## config.mk

```make
export PLATFORM = sky130hd
export DESIGN_NAME = cr16_mmio_responder
export DESIGN_NICKNAME = d
export VERILOG_FILES = /design/src/rtl/cr16_mmio_responder.sv
export SDC_FILE = /design/constraint.sdc
export NUM_CORES = 1
export LEC_CHECK = 0
export BUFFER_PORTS_ARGS = -buffer_cell sky130_fd_sc_hd__buf_4
export CORE_MARGIN = 10
export CORE_UTILIZATION = 40
export CTS_BUF_LIST = sky130_fd_sc_hd__clkbuf_4 sky130_fd_sc_hd__clkbuf_8
export DETAILED_ROUTE_END_ITERATION = 10
export PLACE_DENSITY_LB_ADDON = 0.3
export RECOVER_POWER = 25
export SKIP_CTS_REPAIR_TIMING = 1
export SLEW_MARGIN = 20
export SYNTH_ARGS = -nofsm -noshare
export SYNTH_HDL_FRONTEND = slang
export SYNTH_SLANG_ARGS = --single-unit
export TNS_END_PERCENT = 30
```

## constraint.sdc

```tcl
create_clock -name Clk -period 2.3 [get_ports Clk]
set_input_delay 0.23 -clock Clk [delete_from_list [all_inputs] [get_ports Clk]]
set_output_delay 0.23 -clock Clk [all_outputs]
set_load 0.01 [all_outputs]
```

## src/rtl/cr16_mmio_responder.sv

```systemverilog
// cr16_mmio_responder
//   Target side of the CR16 load/store request/acknowledge handshake. Decodes
//   an 8-word window at BASE_ADDR and serves each access after WAIT_STATES
//   extra cycles. Behind the window sit a compare/match timer with interrupt,
//   an LED latch and a synchronised switch input.
//
// Ports
//   Clk    : system clock, rising edge
//   Reset  : asynchronous reset, active low
//   req    : access request, held by the CPU until ack
//   we     : 1 = store, 0 = load (sampled with req)
//   addr   : word address
//   wdata  : store data
//   rdata  : load data, non-zero only while ack is high
//   ack    : one-cycle completion strobe
//   err    : pulses with ack for addresses outside the window
//   irq    : registered timer interrupt (flag & CTRL.ie)
//   leds   : LED register
//   sw     : asynchronous switch inputs
//
// Register map (addr[2:0]): 0 CTRL {ie, auto_reload, en}, 1 STATUS flag (W1C),
//   2 TCOUNT, 3 TCMP, 4 LEDS, 5 SW (read-only), 6/7 read as zero.
module cr16_mmio_responder #(
  parameter logic [15:0] BASE_ADDR   = 16'hFF00,
  parameter int          WAIT_STATES = 2,
  parameter int          LED_W       = 8
) (
  input  logic             Clk,
  input  logic             Reset,
  input  logic             req,
  input  logic             we,
  input  logic [15:0]      addr,
  input  logic [15:0]      wdata,
  output logic [15:0]      rdata,
  output logic             ack,
  output logic             err,
  output logic             irq,
  output logic [LED_W-1:0] leds,
  input  logic [LED_W-1:0] sw
);

  typedef enum logic [1:0] {ST_IDLE, ST_WAIT, ST_ACK} state_t;

  localparam logic [3:0] WAIT_INIT = 4'(WAIT_STATES);
  localparam logic       NO_WAIT   = (WAIT_STATES == 0);

  state_t            state_reg;
  logic [3:0]        wait_cnt_reg;
  logic [2:0]        offs_reg;
  logic [15:0]       wdata_reg;
  logic              we_reg;
  logic              hit_reg;
  logic              ack_reg;
  logic              err_reg;

  logic [2:0]        ctrl_reg, ctrl_next;
  logic              flag_reg, flag_next;
  logic [15:0]       tcount_reg, tcount_next;
  logic [15:0]       tcmp_reg, tcmp_next;
  logic [LED_W-1:0]  leds_reg, leds_next;
  logic [LED_W-1:0]  sw_meta_reg, sw_sync_reg;
  logic              irq_reg;

  logic              hit_now;
  logic              wr_en;
  logic              match;
  logic [15:0]       rd_mux;

  assign hit_now = (addr[15:3] == BASE_ADDR[15:3]);

  // Handshake FSM. ack/err are registered and are high exactly in ST_ACK.
  always_ff @(posedge Clk or negedge Reset) begin
    if (!Reset) begin
      state_reg    <= ST_IDLE;
      wait_cnt_reg <= '0;
      offs_reg     <= '0;
      wdata_reg    <= '0;
      we_reg       <= 1'b0;
      hit_reg      <= 1'b0;
      ack_reg      <= 1'b0;
      err_reg      <= 1'b0;
    end else begin
      case (state_reg)
        ST_IDLE: begin
          ack_reg <= 1'b0;
          err_reg <= 1'b0;
          if (req) begin
            offs_reg     <= addr[2:0];
            wdata_reg    <= wdata;
            we_reg       <= we;
            hit_reg      <= hit_now;
            wait_cnt_reg <= WAIT_INIT;
            if (NO_WAIT) begin
              state_reg <= ST_ACK;
              ack_reg   <= 1'b1;
              err_reg   <= ~hit_now;
            end else begin
              state_reg <= ST_WAIT;
            end
          end
        end
        ST_WAIT: begin
          // The counter is loaded with WAIT_STATES on capture; ACK follows
          // the cycle in which it has run down to zero.
          if (wait_cnt_reg == 4'd0) begin
            state_reg <= ST_ACK;
            ack_reg   <= 1'b1;
            err_reg   <= ~hit_reg;
          end else begin
            wait_cnt_reg <= wait_cnt_reg - 4'd1;
          end
        end
        default: begin
          state_reg <= ST_IDLE;
          ack_reg   <= 1'b0;
          err_reg   <= 1'b0;
        end
      endcase
    end
  end

  // Stores commit on the edge that ends ACK.
  assign wr_en = (state_reg == ST_ACK) && we_reg && hit_reg;
  assign match = ctrl_reg[0] && (tcount_reg == tcmp_reg);

  always_comb begin
    ctrl_next   = ctrl_reg;
    flag_next   = flag_reg;
    tcount_next = tcount_reg;
    tcmp_next   = tcmp_reg;
    leds_next   = leds_reg;

    if (ctrl_reg[0]) begin
      if (match) begin
        if (ctrl_reg[1]) tcount_next = '0;
        else             ctrl_next[0] = 1'b0;
      end else begin
        tcount_next = tcount_reg + 16'd1;
      end
    end

    // CPU writes come after the timer update so they override it.
    if (wr_en) begin
      case (offs_reg)
        3'd0: ctrl_next   = wdata_reg[2:0];
        3'd1: if (wdata_reg[0]) flag_next = 1'b0;
        3'd2: tcount_next = wdata_reg;
        3'd3: tcmp_next   = wdata_reg;
        3'd4: leds_next   = wdata_reg[LED_W-1:0];
        default: ;
      endcase
    end

    // A hardware match beats a simultaneous W1C.
    if (match) flag_next = 1'b1;
  end

  always_ff @(posedge Clk or negedge Reset) begin
    if (!Reset) begin
      ctrl_reg   <= '0;
      flag_reg   <= 1'b0;
      tcount_reg <= '0;
      tcmp_reg   <= '0;
      leds_reg   <= '0;
      irq_reg    <= 1'b0;
    end else begin
      ctrl_reg   <= ctrl_next;
      flag_reg   <= flag_next;
      tcount_reg <= tcount_next;
      tcmp_reg   <= tcmp_next;
      leds_reg   <= leds_next;
      irq_reg    <= flag_reg & ctrl_reg[2];
    end
  end

  // Two-flop synchroniser, one chain per switch bit.
  genvar gi;
  generate
    for (gi = 0; gi < LED_W; gi++) begin : g_sw_sync
      always_ff @(posedge Clk or negedge Reset) begin
        if (!Reset) begin
          sw_meta_reg[gi] <= 1'b0;
          sw_sync_reg[gi] <= 1'b0;
        end else begin
          sw_meta_reg[gi] <= sw[gi];
          sw_sync_reg[gi] <= sw_meta_reg[gi];
        end
      end
    end
  endgenerate

  always_comb begin
    rd_mux = '0;
    case (offs_reg)
      3'd0: rd_mux = 16'(ctrl_reg);
      3'd1: rd_mux = 16'(flag_reg);
      3'd2: rd_mux = tcount_reg;
      3'd3: rd_mux = tcmp_reg;
      3'd4: rd_mux = 16'(leds_reg);
      3'd5: rd_mux = 16'(sw_sync_reg);
      default: rd_mux = '0;
    endcase
  end

  assign rdata = (ack_reg && hit_reg) ? rd_mux : 16'h0000;
  assign ack   = ack_reg;
  assign err   = err_reg;
  assign irq   = irq_reg;
  assign leds  = leds_reg;

endmodule
```

# Yosys cells after proc, flatten, opt, wreduce, memory -nomap -nowiden
# Cells that the tools add are included.
# W data, S select, Z words.
dict set report word_totals {
  register_bits 90
  in_bits 44
  out_inout_bits 27
  elab_cells 91
}
dict set report op_classes {
  addsub 2
  n_eq_ne 12
  n_mux 26
  bitwise 2
  reduce_logical 18
}
# op n
set ops {}
lappend ops {{$mux W16} 6}
lappend ops {{$pmux W16 S6} 1}
lappend ops {{$add A16 B1 Y16 const B} 1}
lappend ops {{$eq A16 B16 Y1} 1}
lappend ops {{$eq A13 B13 Y1 const B} 1}
lappend ops {{$mux W1} 13}
lappend ops {{$reduce_and A2 Y1} 5}
lappend ops {{$mux W4} 2}
lappend ops {{$pmux W4 S2} 1}
lappend ops {{$reduce_bool A2 Y1} 4}
lappend ops {{$eq A3 B2 Y1 const B} 2}
lappend ops {{$eq A3 B3 Y1 const B} 2}
lappend ops {{$ne A2 B2 Y1 const B} 3}
lappend ops {{$reduce_and A3 Y1} 2}
lappend ops {{$logic_and A1 B1 Y1} 4}
lappend ops {{$logic_not A4 Y1} 1}
lappend ops {{$mux W2} 2}
lappend ops {{$pmux W2 S2} 1}
lappend ops {{$sub A4 B1 Y4 const B} 1}
lappend ops {{$eq A3 B1 Y1 const B} 1}
lappend ops {{$logic_not A3 Y1} 1}
lappend ops {{$eq A2 B1 Y1 const B} 1}
lappend ops {{$eq A2 B2 Y1 const B} 1}
lappend ops {{$logic_not A2 Y1} 1}
lappend ops {{other kinds (2)} 2}

# Depth between registers and ports, before layout
dict set report depth {
  ltp_word 6
  mapped_depth 8
  mapped_depth_nobuf 7
}

# Worst setup path before layout
# OpenSTA, ideal clock, no wires.
dict set report synth_timing {
  kind {reg-to-reg}
  start {register tcount_reg[6]}
  end {register tcount_reg[1]}
  setup_ns 0.141
  arrival_time_ns 1.789
  required_ns 2.159
  path_slack_ns 0.370
  stages_incl_launch_ff 9
  path_cell_list {dfrtp_1 -> buf_6 -> xnor2_1 -> nand4_1 -> or4_1 -> buf_6 -> and3_1 -> a31oi_1 -> a31oi_1}
}
dict set report synth_via {
  elab_chain_cells 6
}
# item line_no
set synth_rtl {}
lappend synth_rtl {{from (decl)} 58} ;# logic [15:0] tcount_reg, tcount_next;
lappend synth_rtl {{from (signal assigned)} 169} ;# tcount_reg <= tcount_next;
lappend synth_rtl {{$eq A16 B16 Y1 *} 124} ;# assign match = ctrl_reg[0] && (tcount_reg == tcmp_reg);
lappend synth_rtl {{$logic_and A1 B1 Y1 *} 124}
lappend synth_rtl {{$mux W16 *} 134} ;# if (match) begin
lappend synth_rtl {{$mux W16 *} 133} ;# if (ctrl_reg[0]) begin
lappend synth_rtl {{$mux W16} 144} ;# case (offs_reg)
lappend synth_rtl {{$mux W16 *} 143} ;# if (wr_en) begin
lappend synth_rtl {{net tcount_next[1]} 58}
# The timed path passes the listed nets; every way through them passes the cells marked *.
# A chain may end at the register's enable or synchronous reset.

# Final worst setup path
dict set report layout_timing {
  start {register offs_reg[0]}
  end {output port rdata[5]}
}
dict set report layout_via {
  elab_chain_cells 3
  elab_cells_between_ends 8
}
# item line_no
set layout_rtl {}
lappend layout_rtl {{from (decl)} 49} ;# logic [2:0] offs_reg;
lappend layout_rtl {{from (signal assigned)} 88} ;# offs_reg <= addr[2:0];
lappend layout_rtl {{$eq A3 B3 Y1 (tied with other cells)} 194} ;# case (offs_reg)
lappend layout_rtl {{$pmux W16 S6 *} 194}
lappend layout_rtl {{$mux W16 *} 205} ;# assign rdata = (ack_reg && hit_reg) ? rd_mux : 16'h0000;
lappend layout_rtl {{to (decl)} 34} ;# output logic [15:0] rdata,
# Every way passes the cells marked *; elsewhere a longest branch is shown, timed or not.

==> results.toml <==
[setup_path]
critPathArrivalTime_ps = 1980
slowest_delay_ps = 470
cp.required_ps = 2070
critPathLaunchType = "register"
crit_fanout = 15
crit_slowest_cell = "dfrtp_2"
cpLargestDelayFamily = "buffers and inverters"
crit_top_cell = "buf_4"
path_class = "reg -> out"
crit_path_end_kind = "primary output"
path_cells = "inv_1 > nor3b_2 > buf_4 > a22oi_1 > a21oi_1 > buf_4"
crit_buf_inv = 3

[synth]
synth_edf_count = 0
synth_xor_area_share_pct = 4.565
synth_fa_ha_area_share_pct = 0.8506
ys_seq_elements = 90
synth_compound_area_share_pct = 10.75
synth_top_flop_cell = "dfrtp_1"
ys_top_cells_by_count = "90 x dfrtp_1, 85 x nand2_1, 40 x nor2_1"
synth_cells = 444
yosysSeqAreaShare_pct = 51.03
netlist_area_um2 = 4413
yosysMostFrequentCell = "dfrtp_1"
synthArstFlopShare_pct = 100.0
ys_types = 46
synth_top_family_by_area = "simple AND/OR/NAND/NOR gates"
muxShareOfSynthArea_pct = 9.782
syn_area_per_cell_um2 = 9.939
synth_area_leaders = "dfrtp_1 51%, mux2_2 8.4%, nand2_1 7.2%"
synth.top_cell.area_share_pct = 51.03
yosys.area_share.simple_pct = 18.83
synth_warnings = 0
synth_nets = 491
synth_top_cell_by_area = "dfrtp_1"

[finish]
drive_gt1_share_pct = 28.44
final_cells = 671
nFillCells = 1032
final_area_um2 = 5430
nNetsFinal = 573
area_growth_syn_to_layout_pct = 23.05
diodes = 0

[floorplanning]
fp-row-count = 38
initial_core_util_pct = 40.71
design.die.area_um2 = 15630
die_y_um = 125.0
fp.coreArea_um2 = 10840
pin_count = 71
die_w_um = 125.0

[routing]
highest-signal-layer = "met4"
drt-initial-drc-count = 216
routedLengthMet1_mm = 5.205
routed-wl-met3_um = 805
drt_pass1_iterations = 5
vias = 3608
routedWlPerCell_um = 17.41
wl_mm = 11.68
ant_nets = 0
drc = 0
wl_met2_mm = 5.460
via_per_inst = 5.377

[timing]
max_slew_margin_pct = 44.06
hold_ws_ps = 43.25
period_needed_ps = 2212
setup_viol = 0
clock_skew_ps = 11.43
drv_slew = 0
worst_pin_slew_ps = 839.1
hold_violations = 0
max_freq_ghz = 0.4521
fin_setup_tns_ps = 0
period_share_pct = 96.17

[grt]
grt_pass1_vias = 3606
grt_usage_pct = 14.55
grt_antenna_before_repair = 0
grt_start_max_net_pins = 60
grt_pass1_wl_mm = 18.84
grt-ovfl-total = 0

[pwr]
switching_share_pct = 36.22
combPwrFrac_pct = 24.9
p_switching_mw = 1.559
p_leak_nw = 2.486
peakVddDrop_mv = 0.4983
p_per_area_nw_per_um2 = 792.9
totalPowerFinal_mw = 4.305
power.internal_mw = 2.746
clkPwrFrac_pct = 24.7
seqPwrFrac_pct = 50.4

[hold_path]
hold_path_class = "in -> reg"

[clock_network]
clockBufferDepth = 2
cts_tree = "done"
clk-insertion-delay-late_ps = 370
h-tree-depth = 3
cts_buffers = 9
clk_pin_slew_ps = 100
cts-root-buf = "clkbuf_8"
clock-sinks = 90

[place]
placed_cells = 645
port_buffers = 70
hpwl_mm = 8.684
place_congestion = 0.9270
placed_area_um2 = 5136

[run_status]
status = "finished clean"

[run]
drv_cap = 0
metal layers:
layer,track usage (%),up-vias
li1,-,1713
met1,19.26,1743
met2,22.62,137
met3,3.084,15
met4,5.894,0
met5,0,-
path summary, 6_finish.rpt:
path | from | end | slack (ps) | cells past startpoint
setup / recovery | offs_reg[0] | rdata[5] | 90 | 6
hold reg to reg | sw_meta_reg[6] | sw_sync_reg[6] | 350 | 0
hold / removal | wdata[3] | wdata_reg[3] | 40 | 3
max in group asynchronous | Reset | offs_reg[0] | 390 | 3
min in group asynchronous | Reset | tcount_reg[3] | 500 | 2
setup reg to reg | tcount_reg[14] | tcount_reg[10] | 190 | 6
cells in the final DEF, fill, tap and decap left out, types with 2 or more instances in the layout:
master,n
xor2_1,3
nand3b_1,2
nor4_1,4
a22oi_1,18
o22ai_1,2
a21oi_1,17
ha_1,3
buf_4,82
nor3_1,3
inv_6,2
and3_1,4
nor2b_1,2
or4_1,3
dfrtp_1,88
mux2i_1,6
nand2_1,85
clkbuf_4,9
clkinvlp_4,2
xnor2_1,20
a31oi_1,11
o41ai_1,2
mux2_2,33
clkbuf_8,9
dlygate4sd3_1,9
o311ai_0,2
nand4_1,11
o21ai_0,5
dfrtp_2,2
a221oi_1,4
and4_1,2
nand3_1,11
and2_1,3
nand2b_1,2
inv_1,7
o21ai_1,2
inv_8,2
nor2_1,40
worst min-delay path, delay by kind of cell:
family	cells	cell delay (ps)
buffers and inverters	1	80
and+or+nand+nor	2	90
final cells by class:
class,instances,area (µm²),area share (%)
timing repair buffer,102,789.5,14.54
clock buffer,9,123.9,2.281
sequential,90,2255,41.52
clock inverter,7,71.32,1.313
multi-input combinational,315,1986,36.57
tap,140,175.2,3.226
inverter,8,30.03,0.5530
through the flow:
step / setup slack (ps) / utilization (%)
after floorplan: 369.9 / -
final: 88.10 / 50.09
after detailed placement: 127.8 / 47.38
after global placement: 158.4 / 47.38
after CTS: -131.3 / 49.18
after global routing: -7.733 / 50.09
power by group through the flow:
stage	clock network [mW]	registers, mW	logic [mW]
after floorplan	0	2.03	0.735
after global placement	0	2.17	1.02
after detailed placement	0	2.18	1.04
after CTS	1.09	2.15	1.05
after global routing	1.15	2.21	1.21
final	1.06	2.17	1.07
cell families (layout without fill, tap and decap cells):
family / count (synthesis) / in the layout
AOI/OAI and AO/OA: 69 / 69
xor gates and xnor gates: 23 / 23
adders and majority gates: 3 / 3
buffers and inverters: 39 / 126
DFF: 90 / 90
muxes: 39 / 39
and+or+nand+nor: 181 / 181
Power figures use the tool's default switching activity.
